<file path="src/rtl/seq_unsigned_divider.sv">
// Sequential restoring unsigned divider producing one quotient bit per clock.
// Its trial subtractor is a chain of 4-bit carry-lookahead groups.

module seq_unsigned_divider_cla4 (
  input  logic [3:0] i_a,
  input  logic [3:0] i_b,
  input  logic       i_cin,
  output logic [3:0] o_sum,
  output logic       o_cout
);

  logic [3:0] w_g;
  logic [3:0] w_p;
  logic [4:0] w_c;

  assign w_g = i_a & i_b;
  assign w_p = i_a ^ i_b;

  // Every carry is formed directly from generate/propagate terms rather than rippling.
  assign w_c[0] = i_cin;
  assign w_c[1] = w_g[0] | (w_p[0] & w_c[0]);
  assign w_c[2] = w_g[1] | (w_p[1] & w_g[0]) | (w_p[1] & w_p[0] & w_c[0]);
  assign w_c[3] = w_g[2] | (w_p[2] & w_g[1]) | (w_p[2] & w_p[1] & w_g[0])
                | (w_p[2] & w_p[1] & w_p[0] & w_c[0]);
  assign w_c[4] = w_g[3] | (w_p[3] & w_g[2]) | (w_p[3] & w_p[2] & w_g[1])
                | (w_p[3] & w_p[2] & w_p[1] & w_g[0])
                | (w_p[3] & w_p[2] & w_p[1] & w_p[0] & w_c[0]);

  assign o_sum  = w_p ^ w_c[3:0];
  assign o_cout = w_c[4];

endmodule

module seq_unsigned_divider #(
  parameter int WIDTH = 8
) (
  input  logic             Clk,
  input  logic             Rst_n,
  input  logic             Start,
  input  logic [WIDTH-1:0] Dividend,
  input  logic [WIDTH-1:0] Divisor,
  output logic [WIDTH-1:0] Quotient,
  output logic [WIDTH-1:0] Remainder,
  output logic             Busy,
  output logic             Done,
  output logic             DivByZero
);

  localparam int CW = (WIDTH > 1) ? $clog2(WIDTH) : 1;
  localparam int NG = WIDTH / 4;

  typedef enum logic [1:0] {
    S_IDLE,
    S_CALC,
    S_ZERO
  } state_t;

  state_t           r_state;
  state_t           w_next_state;
  logic             w_accept;
  logic             w_calc_last;
  logic             w_zero_done;

  // The dividend register doubles as the quotient accumulator: dividend bits shift
  // out of the top while quotient bits shift into the bottom.
  logic [WIDTH-1:0] r_dividend;
  logic [WIDTH-1:0] r_divisor;
  logic [WIDTH-1:0] r_rem;
  logic [CW-1:0]    r_count;
  logic [WIDTH-1:0] r_quotient;
  logic [WIDTH-1:0] r_remainder;
  logic             r_done;
  logic             r_dbz;

  logic [WIDTH:0]   w_shift;
  logic [WIDTH-1:0] w_divisor_n;
  logic [WIDTH-1:0] w_diff;
  logic [NG:0]      w_carry;
  logic             w_no_borrow;
  logic [WIDTH-1:0] w_rem_next;
  logic [WIDTH-1:0] w_quot_next;

  assign w_shift     = {r_rem, r_dividend[WIDTH-1]};
  assign w_divisor_n = ~r_divisor;
  assign w_carry[0]  = 1'b1;

  genvar g;
  generate
    for (g = 0; g < NG; g++) begin : g_cla
      seq_unsigned_divider_cla4 u_cla (
        .i_a    (w_shift[4*g +: 4]),
        .i_b    (w_divisor_n[4*g +: 4]),
        .i_cin  (w_carry[g]),
        .o_sum  (w_diff[4*g +: 4]),
        .o_cout (w_carry[g+1])
      );
    end
  endgenerate

  // The top trial bit adds an inverted zero (a one), so its carry-out is a OR carry-in.
  // Its sum bit is always zero whenever the subtraction succeeds, so it is never formed.
  assign w_no_borrow = w_shift[WIDTH] | w_carry[NG];
  assign w_rem_next  = w_no_borrow ? w_diff : w_shift[WIDTH-1:0];
  assign w_quot_next = {r_dividend[WIDTH-2:0], w_no_borrow};

  always_ff @(posedge Clk or negedge Rst_n) begin
    if (!Rst_n) begin
      r_state <= S_IDLE;
    end else begin
      r_state <= w_next_state;
    end
  end

  always_comb begin
    w_next_state = r_state;
    w_accept     = 1'b0;
    w_calc_last  = 1'b0;
    w_zero_done  = 1'b0;
    case (r_state)
      S_IDLE: begin
        if (Start) begin
          w_accept     = 1'b1;
          w_next_state = (Divisor == '0) ? S_ZERO : S_CALC;
        end
      end
      S_CALC: begin
        if (r_count == '0) begin
          w_calc_last  = 1'b1;
          w_next_state = S_IDLE;
        end
      end
      S_ZERO: begin
        w_zero_done  = 1'b1;
        w_next_state = S_IDLE;
      end
      default: w_next_state = S_IDLE;
    endcase
  end

  always_ff @(posedge Clk or negedge Rst_n) begin
    if (!Rst_n) begin
      r_dividend  <= '0;
      r_divisor   <= '0;
      r_rem       <= '0;
      r_count     <= '0;
      r_quotient  <= '0;
      r_remainder <= '0;
      r_done      <= 1'b0;
      r_dbz       <= 1'b0;
    end else begin
      r_done <= w_calc_last | w_zero_done;
      if (w_accept) begin
        r_dividend <= Dividend;
        r_divisor  <= Divisor;
        r_rem      <= '0;
        r_count    <= CW'(WIDTH - 1);
      end else if (r_state == S_CALC) begin
        r_dividend <= w_quot_next;
        r_rem      <= w_rem_next;
        r_count    <= r_count - 1'b1;
      end
      if (w_calc_last) begin
        r_quotient  <= w_quot_next;
        r_remainder <= w_rem_next;
        r_dbz       <= 1'b0;
      end else if (w_zero_done) begin
        r_quotient  <= '1;
        r_remainder <= r_dividend;
        r_dbz       <= 1'b1;
      end
    end
  end

  assign Quotient  = r_quotient;
  assign Remainder = r_remainder;
  assign Busy      = (r_state != S_IDLE);
  assign Done      = r_done;
  assign DivByZero = r_dbz;

endmodule

</file>
<file path="config.mk">
export PLATFORM = sky130hd
export DESIGN_NAME = seq_unsigned_divider
export DESIGN_NICKNAME = d
export VERILOG_FILES = /design/src/rtl/seq_unsigned_divider.sv
export SDC_FILE = /design/constraint.sdc
export NUM_CORES = 1
export LEC_CHECK = 0
export ABC_AREA = 0
export BUFFER_PORTS_ARGS = -buffer_cell sky130_fd_sc_hd__buf_2
export CAP_MARGIN = 10
export CORE_ASPECT_RATIO = 0.5
export CORE_MARGIN = 2
export CORE_UTILIZATION = 48
export CTS_CLUSTER_SIZE = 30
export DETAILED_ROUTE_END_ITERATION = 10
export GPL_ROUTABILITY_DRIVEN = 0
export GPL_TIMING_DRIVEN = 0
export PLACE_DENSITY = 0.76
export RECOVER_POWER = 25
export SLEW_MARGIN = 10
export SYNTH_ARGS = -nofsm -noshare
export SYNTH_HDL_FRONTEND = slang
export SYNTH_SLANG_ARGS = --single-unit
</file>
<file path="constraint.sdc">
create_clock -name Clk -period 2.2 [get_ports Clk]
set_input_delay 0.44 -clock Clk [delete_from_list [all_inputs] [get_ports Clk]]
set_output_delay 0.44 -clock Clk [all_outputs]
set_load 0.005 [all_outputs]
</file>
==> metrics, run 1 <==
post-DR wirelength/cell=15.2 µm; # IOs=38; via count=1968; Final HPWL DP=3980 µm; number of buffers and inverters on the critical path=1; largest stage delay on the critical path=0.42 ns; clock sink count=47; EDFF count, synth=0; first-pass GRT wire length=8760 µm; vias in the first global route=1835; core region area=0.00484 mm²; family with the most delay on the worst path=compound AO/OA/AOI/OAI gates; H-Tree Depth=2; synthesized area per cell=9.60 µm²; Syn Nets=278; asr flop ratio synth=100%; Fmax=462 MHz; skew final=0.0127 ns; Core Rows=18; I/O Buffers=37; Yosys reg bits=47; Worst Tran Pin Value=1.16 ns; initial antenna violation count=0; worst reg-to-reg path cell count=7; Syn. warnings=0; clock latency on the worst-skew pair=0.32 ns; Fin. Hold Viols=0; Longest Clk Path Bufs=2; Pins Over Slew Limit=0; CP max FO=8; Register Area=0.00118 mm²; grt total ovfl=0; status=finished, final reports clean; Slew HR=22.4%; sequential area share after synthesis=49.6%; chip height=53.7 µm; Cells after DPL=354; Worst EP arrival=2.34 ns; hold_buf cts=0; CTS tree=built; Synth cell types=39; Fillers=407; Via density=5.35; Cells after Synth=247; multi-input logic area=0.00114 mm²; width of the die=103 µm; layout cell share with drive strength beyond 1=22.5%; Initial Util=49.0%; CP Class=flop to flop; Hold Crit Class=primary input to asynchronous set/reset pin; Post-Syn Area=0.00237 mm²; Design Power=5270 µW; largest net degree at the start of global routing=48; n_diodes=0; drt total wl=5600 µm; crit end category=flop; reg2reg start=r_rem[1]; CP Cell Sequence=ha_2, o21a_1, o22ai_4, buf_4, o21ai_4, mux2i_2, o22ai_1; non-filler instance count after layout=368; Residual DRC=0; dominant synthesized flop cell=dfrtp_1; setup TNS=0 ns; total CTS buffers=5; clock root buffer=clkbuf_8; Die Area=0.00555 mm²; Worst-path clk slew=0.09 ns; Crit-path slowest cell=dfrtp_1; R2R Setup Slk=0.03 ns; Reg2Reg Capture Point=r_rem[2]; DRT antenna net count=0; drt first-iter violations=147; crit path launch type=flop; drt pass-1 iters=4; nets=328; Layout area overhead=19.8%; P per Cell Area=1850 mW/mm²; MaxCap Viol Count=0; Setup Viol. Count Final=0; Worst VDD drop=0.000633 V; Tcrit/Tclk final=98.5%; Worst EP required=2.37 ns; leakage power=0.00138 µW; Global Route Usage Sum=21.5%; fin crit period=2.17 ns
repair_timing:
item,in CTS,in global routing
setup endpoints to repair,2,9
resized for setup,0,7
buffers inserted,1,5
pin swaps,1,2
hold endpoints to repair,0,0
layout make-up:
cell class                      instances  area share (%)
Buffer                                 11            1.45
Clock buffer                            5            2.42
Clock inverter                          3            1.67
Inverter                               13            1.72
Multi-Input combinational cell        176            40.2
Sequential cell                        47            41.4
Tap cell                               70            3.08
Timing Repair Buffer                   43            8.10
cells in the final DEF (no fill, tap or decap), types with 5 or more instances in the layout:
cell type  Yosys  layout
clkbuf_8       0       5
a22oi_1        7       7
a21oi_1       12      12
buf_4          0       6
clkbuf_1      11      11
nand2_1       50      50
dfrtp_1       47      47
nor2_1        13      13
buf_2          0      36
inv_1         13      13
mux2i_1        9       6
ha_1          11       8
and3_1         6       6
o21ai_0       21      21
worst max path at each step:
stage             startpoint           end  slack (ns)  cells past startpoint
3_5_place_dp        r_rem[2]      r_rem[4]       -0.04                      6
6_report            r_rem[1]      r_rem[2]        0.03                      7
5_1_grt        r_dividend[7]      r_rem[3]       -0.04                      7
4_1_cts             r_rem[1]      r_rem[2]     -0.0007                      7
3_3_place_gp        r_rem[2]      r_rem[4]        0.01                      6
2_1_floorplan       r_rem[2]  Remainder[4]        0.09                      6
metal layers:
metal  share of wire (%)  GRT usage (%)
met1                  49           29.5
met2                  44           33.4
met3                 5.3           4.68
met4                 1.2           9.21
met5                   0              0
metrics by stage:
step	setup WS [ns]	instance area (µm²)	hold WS, ns	util (%)
after global placement	0.0100	2650	0.456	54.6
after detailed placement	-0.0392	2650	0.463	54.6
final	0.0332	2840	0.338	58.7
after CTS	-0.000664	2770	0.324	57.2
after floorplan	0.0899	2370	0.144	-
after global routing	-0.0365	2840	0.345	58.7
cell usage after synthesis (2+ instances only):
cell,number,share of area [%]
a21oi_1,12,2.5
a22oi_1,7,2.2
and3_1,6,1.6
clkbuf_1,11,1.7
dfrtp_1,47,50
ha_1,11,5.8
inv_1,13,2.1
mux2_4,3,1.9
mux2i_1,9,3.8
nand2_1,50,7.9
nand2b_1,2,0.53
nor2_1,13,2.1
nor2b_1,3,0.79
nor3_1,4,0.84
nor4_1,2,0.53
o21a_1,2,0.63
o21ai_0,21,4.4
o21ai_1,4,0.84
o22ai_1,3,0.79
o31ai_1,2,0.63
xnor2_1,3,1.1
xor2_1,2,0.74
cells by family after synthesis:
| kind of cell | after synthesis | synth area share [%] |
|---|---|---|
| and+or+nand+nor | 88 | 16.8 |
| adders and majority gates | 12 | 6.65 |
| xor gates and xnor gates | 5 | 1.85 |
| muxes | 12 | 5.70 |
| AOI/OAI and AO/OA | 59 | 15.7 |
| buffers and inverters | 24 | 3.80 |
| DFF | 47 | 49.6 |
worst register-to-register path, stage by stage (launching register included):
cell and delay, ns:
dfrtp_1 0.42, ha_2 0.38, o21a_1 0.18, o22ai_4 0.10, buf_4 0.16, o21ai_4 0.32
mux2i_2 0.34, o22ai_1 0.12
state kept, by name, summed over array words and instances (netlist names):
| signal | cells |
|---|---|
| r_rem | 8 |
| Done | 1 |
| Remainder | 8 |
| r_count | 3 |
| Quotient | 8 |
| r_state | 2 |
| DivByZero | 1 |
| r_dividend | 8 |
| r_divisor | 8 |
report_power, final:
group          total, µW  internal, µW  switching, µW  leakage [µW]
Combinational       3020          1410           1620      0.000755
Sequential          1570          1290            280      0.000566
Clock                671           345            326     0.0000587
(Power assumes the default switching activity.)
==> run 2: changes to the inputs <==
--- a/config.mk
+++ b/config.mk
@@ -5,12 +5,13 @@
 export SDC_FILE = /design/constraint.sdc
 export NUM_CORES = 1
 export LEC_CHECK = 0
-export ABC_AREA = 0
+export ABC_AREA = 1
 export BUFFER_PORTS_ARGS = -buffer_cell sky130_fd_sc_hd__buf_2
 export CAP_MARGIN = 10
 export CORE_ASPECT_RATIO = 0.5
 export CORE_MARGIN = 2
 export CORE_UTILIZATION = 48
+export CTS_BUF_LIST = sky130_fd_sc_hd__clkbuf_4
 export CTS_CLUSTER_SIZE = 30
 export DETAILED_ROUTE_END_ITERATION = 10
 export GPL_ROUTABILITY_DRIVEN = 0
==> metrics, run 2 <==
status=finished, final reports clean; vias in the first global route=1958; core region area=0.00495 mm²; Synth area leader=dfrtp_1; Post-Syn Area=0.00249 mm²; CP max FO=3; clock root buffer=clkbuf_4; leakage power=0.00155 µW; skew final=0.00826 ns; Cells after DPL=411; Setup Viol. Count Final=0; DRT antenna net count=0; Synth area leaders=dfrtp_1, nand2_1, inv_1, ha_1, o21ai_0; crit end category=flop; Final HPWL DP=4260 µm; clock latency on the worst-skew pair=0.38 ns; Cell Int Power=2740 µW; Fin. Hold Viols=0; drt total wl=5870 µm; Register Area=0.00118 mm²; Pins Over Slew Limit=0; fin area=0.00293 mm²; Worst EP arrival=2.39 ns; CTS tree=built; share of the synthesized area in the top cell type=47.2%; hold_buf cts=0; Die Area=0.00582 mm²; Fillers=455; Crit-path slowest cell=fa_2; Worst EP required=2.48 ns; Worst-path clk slew=0.14 ns; WHS Path Cells=2; EDFF count, synth=0; drt pass-1 iters=4; placed cell area=0.00277 mm²; Initial Util=50.3%; post-synthesis compound-gate area fraction=12.5%; layout cell share with drive strength beyond 1=22.4%; Synth Area in XOR/XNOR=0.702%; P per Cell Area=1780 mW/mm²; CP Class=flop to flop; number of buffers and inverters on the critical path=4; via count=2207; sequential power share=29.4%; width of the die=106 µm; Logic pwr share=60.2%; Post-Synth Simple-Gate Area=24.4%; Slew HR=24.7%; Hold Crit Class=primary input to flop; Yosys reg bits=47; multi-input logic area=0.00115 mm²; Layout area overhead=17.5%; Core Rows=18; most frequent cells in the layout=nand2_1, dfrtp_1, inv_1, buf_2, o21ai_0; post-DR wirelength/cell=13.9 µm; CP Cell Sequence=inv_1, ha_1, inv_1, nand2_1, nand3_2, nand2_2, inv_2, fa_2, inv_1, nand2_1, nand2_2, o21ai_2, nand2_1; clock group share of total power=10.5%; Worst VDD drop=0.000622 V; Residual DRC=0; synthesized area per cell=8.20 µm²; largest stage delay on the critical path=0.52 ns; most frequent cell after synthesis=nand2_1; I/O Buffers=37; initial antenna violation count=0; chip height=55.0 µm; Worst Tran Pin Value=1.13 ns; nets=383; Fmax=475 MHz; non-filler instance count after layout=423; adder-cell share of the synthesized area=6.32%; net load switching power=2460 µW; Cells after Synth=304; total CTS buffers=5; most common cell after layout, fill and taps aside=nand2_1; # IOs=38; largest net degree at the start of global routing=48; Global Route Usage Sum=21.3%; largest family of logic cells by synthesized area=simple AND/OR/NAND/NOR gates; H-Tree Depth=2; grt total ovfl=0; Syn. warnings=0; Tcrit/Tclk final=95.6%; family with the most delay on the worst path=adder cells; CP Depth=13; drt first-iter violations=201; post-synthesis mux area share=0%; first-pass GRT wire length=9270 µm; Synth cell types=33; fin crit period=2.10 ns; Synth top cells by count=nand2_1, dfrtp_1, inv_1, o21ai_0, nor2_1; worst reg-to-reg path cell count=13; MaxCap Viol Count=0; crit path launch type=flop; Syn Nets=335; Via density=5.22; switch share=47.3%; sequential area share after synthesis=47.2%; n_diodes=0; Longest Clk Path Bufs=2; asr flop ratio synth=100%; clock sink count=47; dominant synthesized flop cell=dfrtp_1
==> run 2: changes by cell type after synthesis, sizes merged, moves of 4 or more <==
cell    delta
nand2     +42
nand3     +12
nor2       +4
nand4      +7
and3       -6
mux2i      -9
a22oi      -5
inv       +37
clkbuf     -8
o221ai     +6
==> run 2: layout make-up <==
cell class	count	area share [%]
buffer	5	0.939
clock buffer	5	1.28
clock inverter	3	1.58
tap	70	2.99
inverter	51	6.62
timing repair buffer	41	7.34
multi-input combinational	201	39.1
sequential	47	40.1
==> run 2: metal layers <==
metal | track usage, % | share of wire [%] | vias up
li1 | - | - | 1075
met1 | 28.6 | 46 | 1064
met2 | 36.6 | 47 | 60
met3 | 3.98 | 5.9 | 8
met4 | 6.14 | 1.0 | 0
met5 | 0 | 0 | -
==> run 2: worst paths after layout <==
path / from / end / slack [ns]
setup reg to reg: r_divisor[0] / Remainder[4] / 0.1
hold reg to reg: Remainder[7] / Remainder[7] / 0.49
min in group asynchronous: Rst_n / r_divisor[5] / 0.26
hold / removal: Divisor[2] / r_state[1] / 0.23
setup / recovery: r_divisor[0] / Remainder[4] / 0.1
max in group asynchronous: Rst_n / r_rem[3] / 1.26
==> run 2: timing repair <==
item / in CTS / in global routing
pin swaps: 1 / 5
endpoints found under the setup margin: 3 / 4
gates resized for setup: 1 / 10
setup buffers: 1 / 3
==> run 2: per-stage QoR <==
step / setup TNS [ns] / power [µW] / hold slack (ns) / utilization (%) / worst slack [ns]
finish: 0 / 5200 / 0.233 / 59.1 / 0.0958
global route: -0.0382 / 5710 / 0.231 / 59.1 / -0.0293
CTS: 0 / 4940 / 0.226 / 57.7 / 0.00940
detailed placement: -0.0764 / 4370 / 0.460 / 55.8 / -0.0581
global placement: -0.000153 / 4220 / 0.460 / 55.8 / -0.000153
floorplan: 0 / 3600 / 0.144 / - / 0.214
==> run 2: logic make-up after synthesis <==
family,after synthesis
XOR/XNOR,2
AND/OR/NAND/NOR,133
adder cells (fa/ha/maj),12
AO/OA/AOI/OAI,54
buffers and inverters,56
flip-flops,47
==> run 2: power groups by stage <==
stage               clock network [µW]  logic, µW  registers (µW)
CTS                                549       2880            1510
detailed placement                   0       2840            1530
finish                             544       3130            1530
floorplan                            0       2100            1500
global route                       579       3560            1570
global placement                     0       2710            1520
